## config.mk

```make
export PLATFORM = sky130hd
export DESIGN_NAME = pong_referee
export DESIGN_NICKNAME = d
export VERILOG_FILES = /design/src/rtl/pong_pkg.sv /design/src/rtl/pong_paddle.sv /design/src/rtl/pong_referee.sv
export SDC_FILE = /design/constraint.sdc
export NUM_CORES = 1
export LEC_CHECK = 0
export BUFFER_PORTS_ARGS = -buffer_cell sky130_fd_sc_hd__buf_2
export CAP_MARGIN = 15
export CORE_MARGIN = 2
export CORE_UTILIZATION = 52
export CTS_CLUSTER_DIAMETER = 150
export DETAILED_ROUTE_END_ITERATION = 10
export PLACE_DENSITY = 0.77
export RECOVER_POWER = 25
export SKIP_CTS_REPAIR_TIMING = 1
export SYNTH_ARGS = -nofsm -noshare
export SYNTH_HDL_FRONTEND = slang
export SYNTH_SLANG_ARGS = --single-unit
```

## constraint.sdc

```tcl
create_clock -name clk -period 2.1 [get_ports clk]
set_input_delay 0.21 -clock clk [delete_from_list [all_inputs] [get_ports clk]]
set_output_delay 0.21 -clock clk [all_outputs]
set_load 0.01 [all_outputs]
```

## src/rtl/pong_pkg.sv

```systemverilog
// Shared types and defaults for the Pong referee: FSM states, side encoding, board geometry.
package pong_pkg;

  typedef enum logic [1:0] {StServe, StPlay, StPoint, StOver} state_e;

  localparam bit LEFT  = 1'b0;
  localparam bit RIGHT = 1'b1;

  localparam int unsigned DefWidth    = 16;
  localparam int unsigned DefHitWin   = 3;
  localparam int unsigned DefWinScore = 7;

endpackage

```

## src/rtl/pong_paddle.sv

```systemverilog
// One player's end of the board: button edge detect, arm/lockout flags, and hit/miss decision.
module pong_paddle
  import pong_pkg::*;
#(
  parameter int unsigned WIDTH   = DefWidth,
  parameter int unsigned HIT_WIN = DefHitWin,
  parameter bit          SIDE    = LEFT
) (
  input  logic             clk,
  input  logic             rst,
  input  logic             btn_i,
  input  logic             en_i,
  input  logic             clr_i,
  input  logic             mv_left_i,
  input  logic [WIDTH-1:0] ball_i,
  output logic             press_o,
  output logic             hit_o,
  output logic             miss_o
);

  localparam int unsigned WinLo  = (SIDE == LEFT) ? 0 : WIDTH - HIT_WIN;
  localparam int unsigned EndBit = (SIDE == LEFT) ? 0 : WIDTH - 1;

  logic btn_q;
  logic arm_q, arm_d;
  logic lock_q, lock_d;
  logic approach, in_win, at_end;

  assign press_o  = btn_i & ~btn_q;
  assign approach = (SIDE == LEFT) ? mv_left_i : ~mv_left_i;
  assign in_win   = |ball_i[WinLo +: HIT_WIN];
  assign at_end   = ball_i[EndBit];

  always_comb begin
    arm_d  = arm_q;
    lock_d = lock_q;
    hit_o  = 1'b0;
    miss_o = 1'b0;
    if (clr_i) begin
      arm_d  = 1'b0;
      lock_d = 1'b0;
    end else if (en_i) begin
      if (!approach) begin
        // Ball heading away: presses are ignored and any stale flags drop.
        arm_d  = 1'b0;
        lock_d = 1'b0;
      end else if (at_end) begin
        if (arm_q || (press_o && !lock_q)) begin
          hit_o = 1'b1;
        end else begin
          miss_o = 1'b1;
        end
        arm_d  = 1'b0;
        lock_d = 1'b0;
      end else if (press_o) begin
        if (!in_win) begin
          lock_d = 1'b1;
        end else if (!lock_q) begin
          arm_d = 1'b1;
        end
      end
    end
  end

  always_ff @(posedge clk or negedge rst) begin
    if (!rst) begin
      btn_q  <= 1'b0;
      arm_q  <= 1'b0;
      lock_q <= 1'b0;
    end else begin
      btn_q  <= btn_i;
      arm_q  <= arm_d;
      lock_q <= lock_d;
    end
  end

endmodule

```

## src/rtl/pong_referee.sv

```systemverilog
// Pong referee: serve/play/point/over FSM, ball direction tracking and score keeping.
module pong_referee
  import pong_pkg::*;
#(
  parameter int unsigned WIDTH     = DefWidth,
  parameter int unsigned HIT_WIN   = DefHitWin,
  parameter int unsigned WIN_SCORE = DefWinScore,
  parameter int unsigned SCORE_W   = 4
) (
  input  logic               clk,
  input  logic               rst,
  input  logic [WIDTH-1:0]   ball,
  input  logic               btn_l,
  input  logic               btn_r,
  input  logic               new_game,
  output logic               pause,
  output logic               turn,
  output logic [SCORE_W-1:0] score_l,
  output logic [SCORE_W-1:0] score_r,
  output logic               point,
  output logic               hit,
  output logic               game_over,
  output logic               winner
);

  localparam logic [WIDTH-1:0]   LeftEnd  = WIDTH'(1);
  localparam logic [WIDTH-1:0]   RightEnd = {1'b1, {(WIDTH - 1){1'b0}}};
  localparam logic [SCORE_W-1:0] WinScore = SCORE_W'(WIN_SCORE);

  state_e             state_q, state_d;
  logic               turn_q, turn_d;
  logic               winner_q, winner_d;
  logic               loser_q, loser_d;
  logic               dir_q, dir_d;
  logic               point_q, point_d;
  logic               hit_q, hit_d;
  logic [WIDTH-1:0]   prev_ball_q, prev_ball_d;
  logic [SCORE_W-1:0] score_l_q, score_l_d, score_r_q, score_r_d;
  logic [SCORE_W-1:0] inc_l, inc_r;

  logic ball_ok, mv_left, en, clr;
  logic press_l, press_r, hit_l, hit_r, miss_l, miss_r;

  assign ball_ok = (ball != '0) && ((ball & (ball - WIDTH'(1))) == '0);
  assign mv_left = (ball != prev_ball_q) ? (ball < prev_ball_q) : dir_q;
  assign en      = (state_q == StPlay) && ball_ok;
  assign inc_l   = (score_l_q >= WinScore) ? score_l_q : score_l_q + 1'b1;
  assign inc_r   = (score_r_q >= WinScore) ? score_r_q : score_r_q + 1'b1;

  pong_paddle #(.WIDTH(WIDTH), .HIT_WIN(HIT_WIN), .SIDE(LEFT)) u_paddle_l (
    .clk      (clk),
    .rst      (rst),
    .btn_i    (btn_l),
    .en_i     (en),
    .clr_i    (clr),
    .mv_left_i(mv_left),
    .ball_i   (ball),
    .press_o  (press_l),
    .hit_o    (hit_l),
    .miss_o   (miss_l)
  );

  pong_paddle #(.WIDTH(WIDTH), .HIT_WIN(HIT_WIN), .SIDE(RIGHT)) u_paddle_r (
    .clk      (clk),
    .rst      (rst),
    .btn_i    (btn_r),
    .en_i     (en),
    .clr_i    (clr),
    .mv_left_i(mv_left),
    .ball_i   (ball),
    .press_o  (press_r),
    .hit_o    (hit_r),
    .miss_o   (miss_r)
  );

  always_comb begin
    state_d     = state_q;
    turn_d      = turn_q;
    winner_d    = winner_q;
    loser_d     = loser_q;
    dir_d       = dir_q;
    prev_ball_d = prev_ball_q;
    score_l_d   = score_l_q;
    score_r_d   = score_r_q;
    point_d     = 1'b0;
    hit_d       = 1'b0;
    clr         = 1'b0;
    unique case (state_q)
      StServe: begin
        if (turn_q ? press_r : press_l) begin
          state_d     = StPlay;
          prev_ball_d = turn_q ? RightEnd : LeftEnd;
          dir_d       = turn_q;
        end
      end
      StPlay: begin
        // Corrupt ball vectors freeze the rally rather than guess a position.
        if (ball_ok) begin
          prev_ball_d = ball;
          dir_d       = mv_left;
          hit_d       = hit_l | hit_r;
          if (miss_l) begin
            loser_d = LEFT;
            state_d = StPoint;
          end else if (miss_r) begin
            loser_d = RIGHT;
            state_d = StPoint;
          end
        end
      end
      StPoint: begin
        clr     = 1'b1;
        point_d = 1'b1;
        turn_d  = loser_q;
        state_d = StServe;
        if (loser_q == LEFT) begin
          score_r_d = inc_r;
          if (inc_r == WinScore) begin
            state_d  = StOver;
            winner_d = RIGHT;
          end
        end else begin
          score_l_d = inc_l;
          if (inc_l == WinScore) begin
            state_d  = StOver;
            winner_d = LEFT;
          end
        end
      end
      StOver: begin
        if (new_game) begin
          clr       = 1'b1;
          score_l_d = '0;
          score_r_d = '0;
          turn_d    = LEFT;
          state_d   = StServe;
        end
      end
      default: state_d = StServe;
    endcase
  end

  always_ff @(posedge clk or negedge rst) begin
    if (!rst) begin
      state_q     <= StServe;
      turn_q      <= LEFT;
      winner_q    <= LEFT;
      loser_q     <= LEFT;
      dir_q       <= 1'b0;
      prev_ball_q <= LeftEnd;
      score_l_q   <= '0;
      score_r_q   <= '0;
      point_q     <= 1'b0;
      hit_q       <= 1'b0;
    end else begin
      state_q     <= state_d;
      turn_q      <= turn_d;
      winner_q    <= winner_d;
      loser_q     <= loser_d;
      dir_q       <= dir_d;
      prev_ball_q <= prev_ball_d;
      score_l_q   <= score_l_d;
      score_r_q   <= score_r_d;
      point_q     <= point_d;
      hit_q       <= hit_d;
    end
  end

  assign pause     = (state_q != StPlay);
  assign game_over = (state_q == StOver);
  assign turn      = turn_q;
  assign winner    = winner_q;
  assign score_l   = score_l_q;
  assign score_r   = score_r_q;
  assign point     = point_q;
  assign hit       = hit_q;

endmodule

```

* After elaboration in Yosys (flattened, before gate mapping)
Cells that the tools add are included.
** Operators by class
- $add $sub $neg :: 3
- Eq/ne operators :: 20
- Reductions and logical operators :: 31
- Multiplexer cells :: 83
- Bitwise logic cells :: 6
- $lt $le $gt $ge :: 3
** Operators with widths (count)
- 1-bit two-way mux :: 60
- 16-bit two-way mux :: 3
- 16-bit one-hot mux with 2 select lines :: 1
- 4-bit inequality test, second input constant :: 6
- 3-bit AND reduction :: 7
- 4-bit two-way mux :: 5
- 16-bit bitwise AND :: 1
- 16-bit zero test :: 1
- 16-bit < comparator :: 1
- 2-bit two-way mux :: 8
- 16-bit inequality test :: 1
- 4-bit one-hot mux with 2 select lines :: 2
- 16-bit nonzero test :: 1
- 16-bit by 1-bit subtractor with 16-bit output, second input constant :: 1
- 4-bit AND reduction :: 3
- 2-bit inequality test, second input constant :: 5
- 2-bit nonzero test :: 5
- 4-bit by 1-bit adder with 4-bit output, second input constant :: 2
- 4-bit by 3-bit == test with 1-bit output, second input constant :: 2
- 4-bit by 3-bit greater-or-equal comparator with 1-bit output, second input constant :: 2
- 2-bit one-hot mux with 4 select lines :: 1
- 4-bit nonzero test :: 2
- 1-bit one-hot mux with 2 select lines :: 3
- 3-bit OR reduction :: 2
- 12 further kinds :: 21
** Word-level totals
- Register bits :: 38
- Logic and storage cells :: 162

* Depth between registers and ports, before layout
Gate-level depths: netlist (run 1).
- Word-level depth :: 13
- Gate-level depth with buffers :: 9

* Cells and area by module
From an unflattened synthesis (run 1), not the netlist that was laid out.
** Unflattened totals
- Cell total of the unflattened synthesis :: 275
- Area total of the unflattened synthesis :: 2479.9 um^2
** Modules (own cells, without submodules)
- pong_referee :: sequential area each 802.0 um^2, times used 1, cells an instance 238, area each 2124.5 um^2
- pong_paddle (u_paddle_l) :: sequential area each 75.1 um^2, times used 1, cells an instance 18, area each 181.4 um^2
- pong_paddle (u_paddle_r) :: sequential area each 75.1 um^2, times used 1, cells an instance 19, area each 173.9 um^2

* Worst setup path after synthesis (run 1)
No wires, ideal clock.
- Path type :: input to register
- From :: in ball[6]
- To :: reg prev_ball_q[15]
- Data required time :: 1.975 ns
- Setup slack :: -0.024 ns
- Data arrival time :: 1.999 ns
- Stages :: 7
- Cell sequence :: nor4_2 -> nor4b_4 -> nor3_1 -> o21ai_1 -> a211oi_4 -> a31oi_4 -> mux2_2
** Between the ends
- Longest elaborated chain between the ends :: 6
- Elaborated cells between the ends (all ways) :: 7
- Classes of those cells :: 1 x add/sub; 1 x eq/ne; 1 x bitwise; 4 x reduce/logical
** RTL lines
- start: declaration :: RTL line pong_referee.sv:12 : input logic [WIDTH-1:0] ball,
- 16-bit by 1-bit subtractor with 16-bit output :: RTL line pong_referee.sv:44 : assign ball_ok = (ball != '0) && ((ball & (ball - WIDTH'(1))) == '0);
- 16-bit bitwise AND :: RTL line pong_referee.sv:44
- 16-bit zero test :: RTL line pong_referee.sv:44
- 1-bit logical AND (*) :: RTL line pong_referee.sv:44
- 2-bit inequality test (no source line) (*)
- 3-bit AND reduction (no source line) (*)
- end signal: assignment :: RTL line pong_referee.sv:150 : prev_ball_q <= LeftEnd;
- end signal: assignment :: RTL line pong_referee.sv:161 : prev_ball_q <= prev_ball_d;
- end: declaration :: RTL line pong_referee.sv:37 : logic [WIDTH-1:0] prev_ball_q, prev_ball_d;
Mark *: on every way between the ends. The rest lies on a longest branch, timed or not.
A chain may end at the register's enable or synchronous reset.

* Final worst setup path (run 1)
- From :: reg prev_ball_q[0]
- To :: reg state_q[1]
** Between the ends
- Longest elaborated chain between the ends :: 8
- Elaborated cells between the ends (all ways) :: 14
- Classes of those cells :: 1 x order compare; 2 x eq/ne; 10 x mux; 1 x reduce/logical
** RTL lines
- 16-bit < comparator or 16-bit inequality test (tied branches) :: RTL line pong_referee.sv:45 : assign mv_left = (ball != prev_ball_q) ? (ball < prev_ball_q) : dir_q;
- 1-bit two-way mux (*) :: RTL line pong_referee.sv:45
- 1-bit two-way mux :: RTL line pong_paddle.sv:43 : if (!approach) begin
- 1-bit two-way mux :: RTL line pong_paddle.sv:42 : end else if (en_i) begin
- 1-bit two-way mux :: RTL line pong_paddle.sv:39 : if (clr_i) begin
- 2-bit two-way mux :: RTL line pong_referee.sv:102 : if (miss_l) begin
- 2-bit two-way mux :: RTL line pong_referee.sv:98 : if (ball_ok) begin
- 2-bit one-hot mux with 4 select lines :: RTL line pong_referee.sv:88 : unique case (state_q)
- end signal: assignment :: RTL line pong_referee.sv:145 : state_q <= StServe;
- end signal: assignment :: RTL line pong_referee.sv:156 : state_q <= state_d;
- end: declaration :: RTL line pong_referee.sv:30 : state_e state_q, state_d;
Mark *: on every way between the ends. The rest lies on a longest branch, timed or not. The select of a mux whose other input is x is not followed.

==> results of run 1 <==
==> power by group through the flow <==
stage | combinational [W] | sequential (W) | clock (W)
floorplan | 0.000317 | 0.000878 | 0
global placement | 0.000495 | 0.000880 | 0
detailed placement | 0.000518 | 0.000885 | 0
CTS | 0.000523 | 0.000870 | 0.000536
global route | 0.000674 | 0.000882 | 0.000564
finish | 0.000591 | 0.000870 | 0.000519
==> layer usage <==
metal / up-vias / part of all wire / wire, um
met5: - / 0 / 0
met4: 0 / 0.0066 / 37
met3: 4 / 0.059 / 330
met2: 61 / 0.50 / 2790
met1: 1038 / 0.44 / 2440
li1: 1061 / - / -
==> sequential cells by signal, indices dropped and copies added (netlist names) <==
name / count
u_paddle_l.btn_q: 1
hit: 1
u_paddle_l.arm_q: 1
score_r: 4
score_l: 4
prev_ball_q: 16
winner: 1
dir_q: 1
u_paddle_l.lock_q: 1
point: 1
u_paddle_r.btn_q: 1
u_paddle_r.arm_q: 1
u_paddle_r.lock_q: 1
loser_q: 1
turn: 1
state_q: 2
==> cell usage in the layout, fill, tap and decap left out, types with 3 or more instances in the layout <==
master	n
nand2_1	37
dfrtp_1	37
buf_2	33
buf_4	33
inv_1	25
ha_1	17
mux2i_1	16
nor2_1	13
a21oi_1	13
o21ai_0	11
nand3_1	7
clkbuf_8	6
nor3_1	5
a21o_1	4
a211o_1	3
a31oi_1	3
nand4_1	3
nand2b_1	3
and3_1	3
o21a_1	3
o21ai_1	3
==> worst max-delay path, stage by stage, from the launching register on <==
cell	delay [ns]
dfstp_2	0.54
ha_1	0.23
nand2b_4	0.14
a31oi_1	0.15
o311ai_1	0.12
a221o_1	0.37
nand2_2	0.15
mux2i_4	0.26
a21o_1	0.14
==> stage by stage <==
| step | cell area (um2) | hold WS, ns | utilization | cells | setup slack, ns |
|---|---|---|---|---|---|
| final | 3040 | 0.0420 | 0.688 | 380 | -0.0660 |
| after global routing | 3040 | 0.0240 | 0.688 | 380 | -0.190 |
| after detailed placement | 2840 | 0.337 | 0.643 | 368 | -0.203 |
| after global placement | 2840 | 0.335 | 0.643 | 368 | -0.190 |
| after CTS | 2940 | 0.0333 | 0.665 | 376 | -0.207 |
| after floorplan | 2420 | -0.0856 | - | 258 | 0.000765 |
==> final timing paths <==
check                                           start                    endpoint  slack (ns)  cells past startpoint
min in group asynchronous                         rst               hit$_DFF_PN0_        0.49                      1
setup / recovery           prev_ball_q[0]$_DFFE_PN1P_      state_q[1]$_DFFE_PN0P_       -0.07                      8
max in group asynchronous                         rst      score_l[0]$_DFFE_PN0P_        0.44                      1
hold / removal                                  btn_l  u_paddle_l.btn_q$_DFF_PN0_        0.04                      1
setup reg to reg           prev_ball_q[0]$_DFFE_PN1P_      state_q[1]$_DFFE_PN0P_       -0.07                      8
hold reg to reg            prev_ball_q[0]$_DFFE_PN1P_  prev_ball_q[0]$_DFFE_PN1P_        0.48                      2
==> area by class of cell <==
cell class                 count  area share
multi-input combinational    189       0.465
sequential                    38       0.313
timing repair buffer          67       0.137
inverter                      26      0.0321
clock buffer                   6      0.0272
tap                           52      0.0214
clock inverter                 2     0.00412
==> cell families after synthesis <==
kind of cell | Yosys count
simple gates | 85
compound gates | 64
flops | 38
buf+inv | 31
fa+ha+maj | 20
mux | 19
xor+xnor | 1
==> flow_metrics.py, run 1 <==
metrics = {
    "status": {
        "status": "finished, violations left",
        "violations": "max-capacitance violations, max-slew violations, negative setup slack",
    },
    "power_and_ir_drop": {
        "vdd_ir_drop_max_uv": 422,
        "comb_power_share": 0.298,
        "powerDensity_nw_per_um2": 652,
        "netSwitchingFraction": 0.306,
        "leakage_nw": 1.63,
        "p_switching_w": 0.000606,
        "p_int_w": 0.00137,
        "power_frac_seq": 0.439,
        "clock_power_share": 0.262,
        "power_w": 0.00198,
    },
    "grt": {
        "grt_usage": 0.234,
        "grt_overflow_total": 0,
        "use_met3": 0.0431,
        "grt_max_degree": 39,
        "grt_pass1_wl_um": 9560,
        "grtUsageMet1": 0.303,
        "grt_pass1_vias": 2158,
        "top_usage_layer": "met2",
        "grt_util_met2": 0.402,
        "antenna_found_initial": 0,
    },
    "sta": {
        "slew_viol_final": 39,
        "slew_headroom": -0.349,
        "tightest_slew_ns": 2.02,
        "fin_crit_ns": 2.17,
        "setup_viol": 6,
        "setup_ws_ns": -0.0660,
        "rsz0062_at_grt": "yes",
        "fmax_mhz": 462,
        "period_share": 1.03,
        "skew_ns": 0.00746,
        "setup_tns_ns": -0.232,
        "hold_viol": 0,
    },
    "clock_network": {
        "numCtsBuffers": 5,
        "clk_pin_slew_ns": 0.08,
        "clockBufferDepth": 2,
        "cts_root_buffer": "clkbuf_8",
        "cts_max_level": 2,
        "clock_sinks": 38,
        "worstSkewPairLatency_ns": 0.28,
        "cts_tree": "built",
    },
    "logic_synthesis": {
        "synth_mux_area_frac": 0.0801,
        "syn_avg_cell_area_um2": 9.33,
        "ys_top_cells_by_area": "dfrtp_1 (38%), ha_1 (9.4%), mux2i_1 (7.1%)",
        "synth.most_common_cell": "nand2_1",
        "synth_seq_cells": 38,
        "seq_area_frac_synth": 0.396,
        "synth-xor-area-share": 0.00364,
        "synthTopCellsByCount": "nand2_1 (38), dfrtp_1 (37), inv_1 (26), ha_1 (18), mux2i_1 (17)",
        "synth_compound_area_frac": 0.188,
        "synth_top_family_by_area": "compound AO/OA/AOI/OAI gates",
        "synth_top_area_share": 0.385,
        "synth_edf_count": 0,
        "synthArstFlopShare": 1.00,
        "synth_area_um2": 2410,
        "yosys_warnings": 0,
        "yosys.area_share.simple": 0.177,
        "synthFlopType": "dfrtp_1",
        "syn_nets": 297,
        "syn_inst": 258,
        "synth.distinct_cells": 50,
        "synth-adder-area-share": 0.102,
        "yosys.area.top_type": "dfrtp_1",
    },
    "floorplan": {
        "die_area_um2": 5190,
        "die_h_um": 72.0,
        "ioPinCount": 35,
        "die_x_um": 72.0,
        "row_count": 24,
        "initial_core_util": 0.545,
        "core_area_um2": 4410,
    },
    "place": {
        "globalplace.congestion": 0.847,
        "hpwl_um": 4310,
        "io_buffers": 34,
    },
    "final_layout": {
        "drive_above_1_share": 0.290,
        "multiInputGateArea_um2": 1410,
        "antenna_cells": 0,
        "num-fill-cells": 360,
        "area_growth_pct": 26.3,
        "register_area_um2": 952,
        "nets": 366,
    },
    "detailed_routing": {
        "dr.pass1.iters": 4,
        "routed-via-count": 2164,
        "via_per_inst": 5.69,
        "wl_um": 5600,
        "ant_nets": 0,
        "post_drt_wl_per_cell_um": 14.7,
        "first_iter_violations": 143,
        "drc": 0,
    },
    "worst_hold_path": {
        "holdCritPathClass": "in2reg",
    },
    "critical_path": {
        "startpoint_type": "register",
        "crit_type": "reg2reg",
        "crit_required_ns": 2.32,
        "worst_setup_path_end_kind": "register",
        "crit_fanout": 5,
        "worstPathArrival_ns": 2.39,
    },
    "run": {
        "drv_cap": 1,
    },
}
(Power assumes the default switching activity.)
==> run 2, diff against run 1 <==
--- a/config.mk
+++ b/config.mk
@@ -8,12 +8,12 @@
 export BUFFER_PORTS_ARGS = -buffer_cell sky130_fd_sc_hd__buf_2
 export CAP_MARGIN = 15
 export CORE_MARGIN = 2
-export CORE_UTILIZATION = 52
+export CORE_UTILIZATION = 40
 export CTS_CLUSTER_DIAMETER = 150
 export DETAILED_ROUTE_END_ITERATION = 10
-export PLACE_DENSITY = 0.77
 export RECOVER_POWER = 25
 export SKIP_CTS_REPAIR_TIMING = 1
+export SKIP_LAST_GASP = 1
 export SYNTH_ARGS = -nofsm -noshare
 export SYNTH_HDL_FRONTEND = slang
 export SYNTH_SLANG_ARGS = --single-unit
==> flow_metrics.py, run 2 (synthesis gave the netlist of run 1 again) <==
metrics = {
    "floorplan": {
        "initial_core_util": 0.411,
        "core_area_um2": 5850,
        "die_area_um2": 6650,
        "die_x_um": 81.6,
        "ioPinCount": 35,
        "die_h_um": 81.6,
        "row_count": 28,
    },
    "critical_path": {
        "startpoint_type": "register",
        "slowest_stage": "dfstp_2",
        "crit_fanout": 5,
        "cp_top_family": "compound AO/OA/AOI/OAI gates",
        "crit_type": "reg2reg",
        "cpPeakStageDelay_ns": 0.54,
        "crit_required_ns": 2.28,
        "worstPathArrival_ns": 2.36,
        "worstPathCellList": "ha_1, nand2b_4, a31oi_2, o311ai_2, a221o_1, nand2_2, mux2i_2, a21oi_1",
        "worst_setup_path_end_kind": "register",
        "critPathBufInv": 0,
    },
    "grt": {
        "grt_usage": 0.193,
        "grt_overflow_total": 0,
        "grt_pass1_wl_um": 9780,
        "grt_pass1_vias": 2093,
        "antenna_found_initial": 0,
        "grt_max_degree": 27,
    },
    "final_layout": {
        "nets": 369,
        "largest_reg_flops": 16,
        "final_cell_mix": "nand2_1 (37), dfrtp_1 (37), buf_4 (32)",
        "final_core_util": 0.533,
        "area_growth_pct": 29.6,
        "antenna_cells": 0,
        "drive_above_1_share": 0.278,
        "final_cells": 406,
        "top_register": "prev_ball_q",
    },
    "clock_network": {
        "cts_max_level": 2,
        "clk_pin_slew_ns": 0.08,
        "clockBufferDepth": 2,
        "cts_tree": "built",
        "worstSkewPairLatency_ns": 0.30,
        "numCtsBuffers": 5,
        "cts_root_buffer": "clkbuf_8",
        "clock_sinks": 38,
    },
    "sta": {
        "period_share": 1.04,
        "setup_ws_ns": -0.0823,
        "fmax_mhz": 458,
        "slew_headroom": 0.503,
        "fin_hold_ws_ns": 0.0280,
        "slew_viol_final": 0,
        "skew_ns": 0.00585,
        "rsz0062_at_grt": "yes",
        "fin_crit_ns": 2.18,
        "setup_viol": 4,
        "tightest_slew_ns": 0.746,
        "hold_viol": 0,
    },
    "detailed_routing": {
        "via_per_inst": 5.24,
        "first_iter_violations": 69,
        "drc": 0,
        "wl_um": 5850,
        "routed-via-count": 2127,
        "post_drt_wl_per_cell_um": 14.4,
        "ant_nets": 0,
        "dr.pass1.iters": 4,
    },
    "place": {
        "io_buffers": 34,
        "globalplace.congestion": 0.790,
        "hpwl_um": 4430,
        "place_ws_ns": -0.257,
        "placed_cells": 396,
    },
    "power_and_ir_drop": {
        "powerDensity_nw_per_um2": 714,
        "leakage_nw": 1.66,
        "power_w": 0.00222,
        "vdd_ir_drop_max_uv": 408,
    },
    "status": {
        "status": "finished, violations left",
        "violations": "negative setup slack",
    },
    "worst_hold_path": {
        "holdCritPathClass": "in2reg",
    },
    "run": {
        "drv_cap": 0,
    },
}
run 2: path summary, 6_finish.rpt:
| kind | from | end | slack (ns) | cells past startpoint |
|---|---|---|---|---|
| worst max-delay path | prev_ball_q[0]$_DFFE_PN1P_ | state_q[0]$_DFFE_PN0P_ | -0.08 | 8 |
| worst min-delay path | btn_r | u_paddle_r.btn_q$_DFF_PN0_ | 0.03 | 1 |
| worst max register to register | prev_ball_q[0]$_DFFE_PN1P_ | state_q[0]$_DFFE_PN0P_ | -0.08 | 8 |
| worst min register to register | prev_ball_q[0]$_DFFE_PN1P_ | prev_ball_q[0]$_DFFE_PN1P_ | 0.48 | 2 |
| max in group asynchronous | rst | score_l[0]$_DFFE_PN0P_ | 0.49 | 3 |
| min in group asynchronous | rst | prev_ball_q[5]$_DFFE_PN0P_ | 0.48 | 2 |
run 2: metrics by stage:
step | setup TNS (ns) | area, um2
CTS | -1.20 | 3050
global route | -0.993 | 3120
finish | -0.218 | 3120
floorplan | 0 | 2420
detailed placement | -5.06 | 2910
global placement | -3.67 | 2910
run 2: layer usage:
metal / global-route usage / up-vias / wire, um
met2: 0.331 / 28 / 2770
met5: 0 / - / 0
li1: - / 1074 / -
met1: 0.245 / 1019 / 2800
met4: 0.0559 / 0 / 69
met3: 0.0418 / 6 / 208
run 2: area by class of cell:
class / instances / area [um2]
sequential: 38 / 952
clock inverter: 2 / 60.1
timing repair buffer: 70 / 442
fill: 554 / 2730
tap: 75 / 93.8
clock buffer: 6 / 82.6
inverter: 26 / 97.6
multi-input combinational: 189 / 1390
run 2: power by group:
group | leakage, nW | internal, W | total, W | switching (W)
sequential | 0.446 | 0.000829 | 0.000867 | 0.0000386
clock | 0.0714 | 0.000507 | 0.000788 | 0.000281
combinational | 1.14 | 0.000269 | 0.000570 | 0.000301
total | 1.66 | 0.00160 | 0.00222 | 0.000620
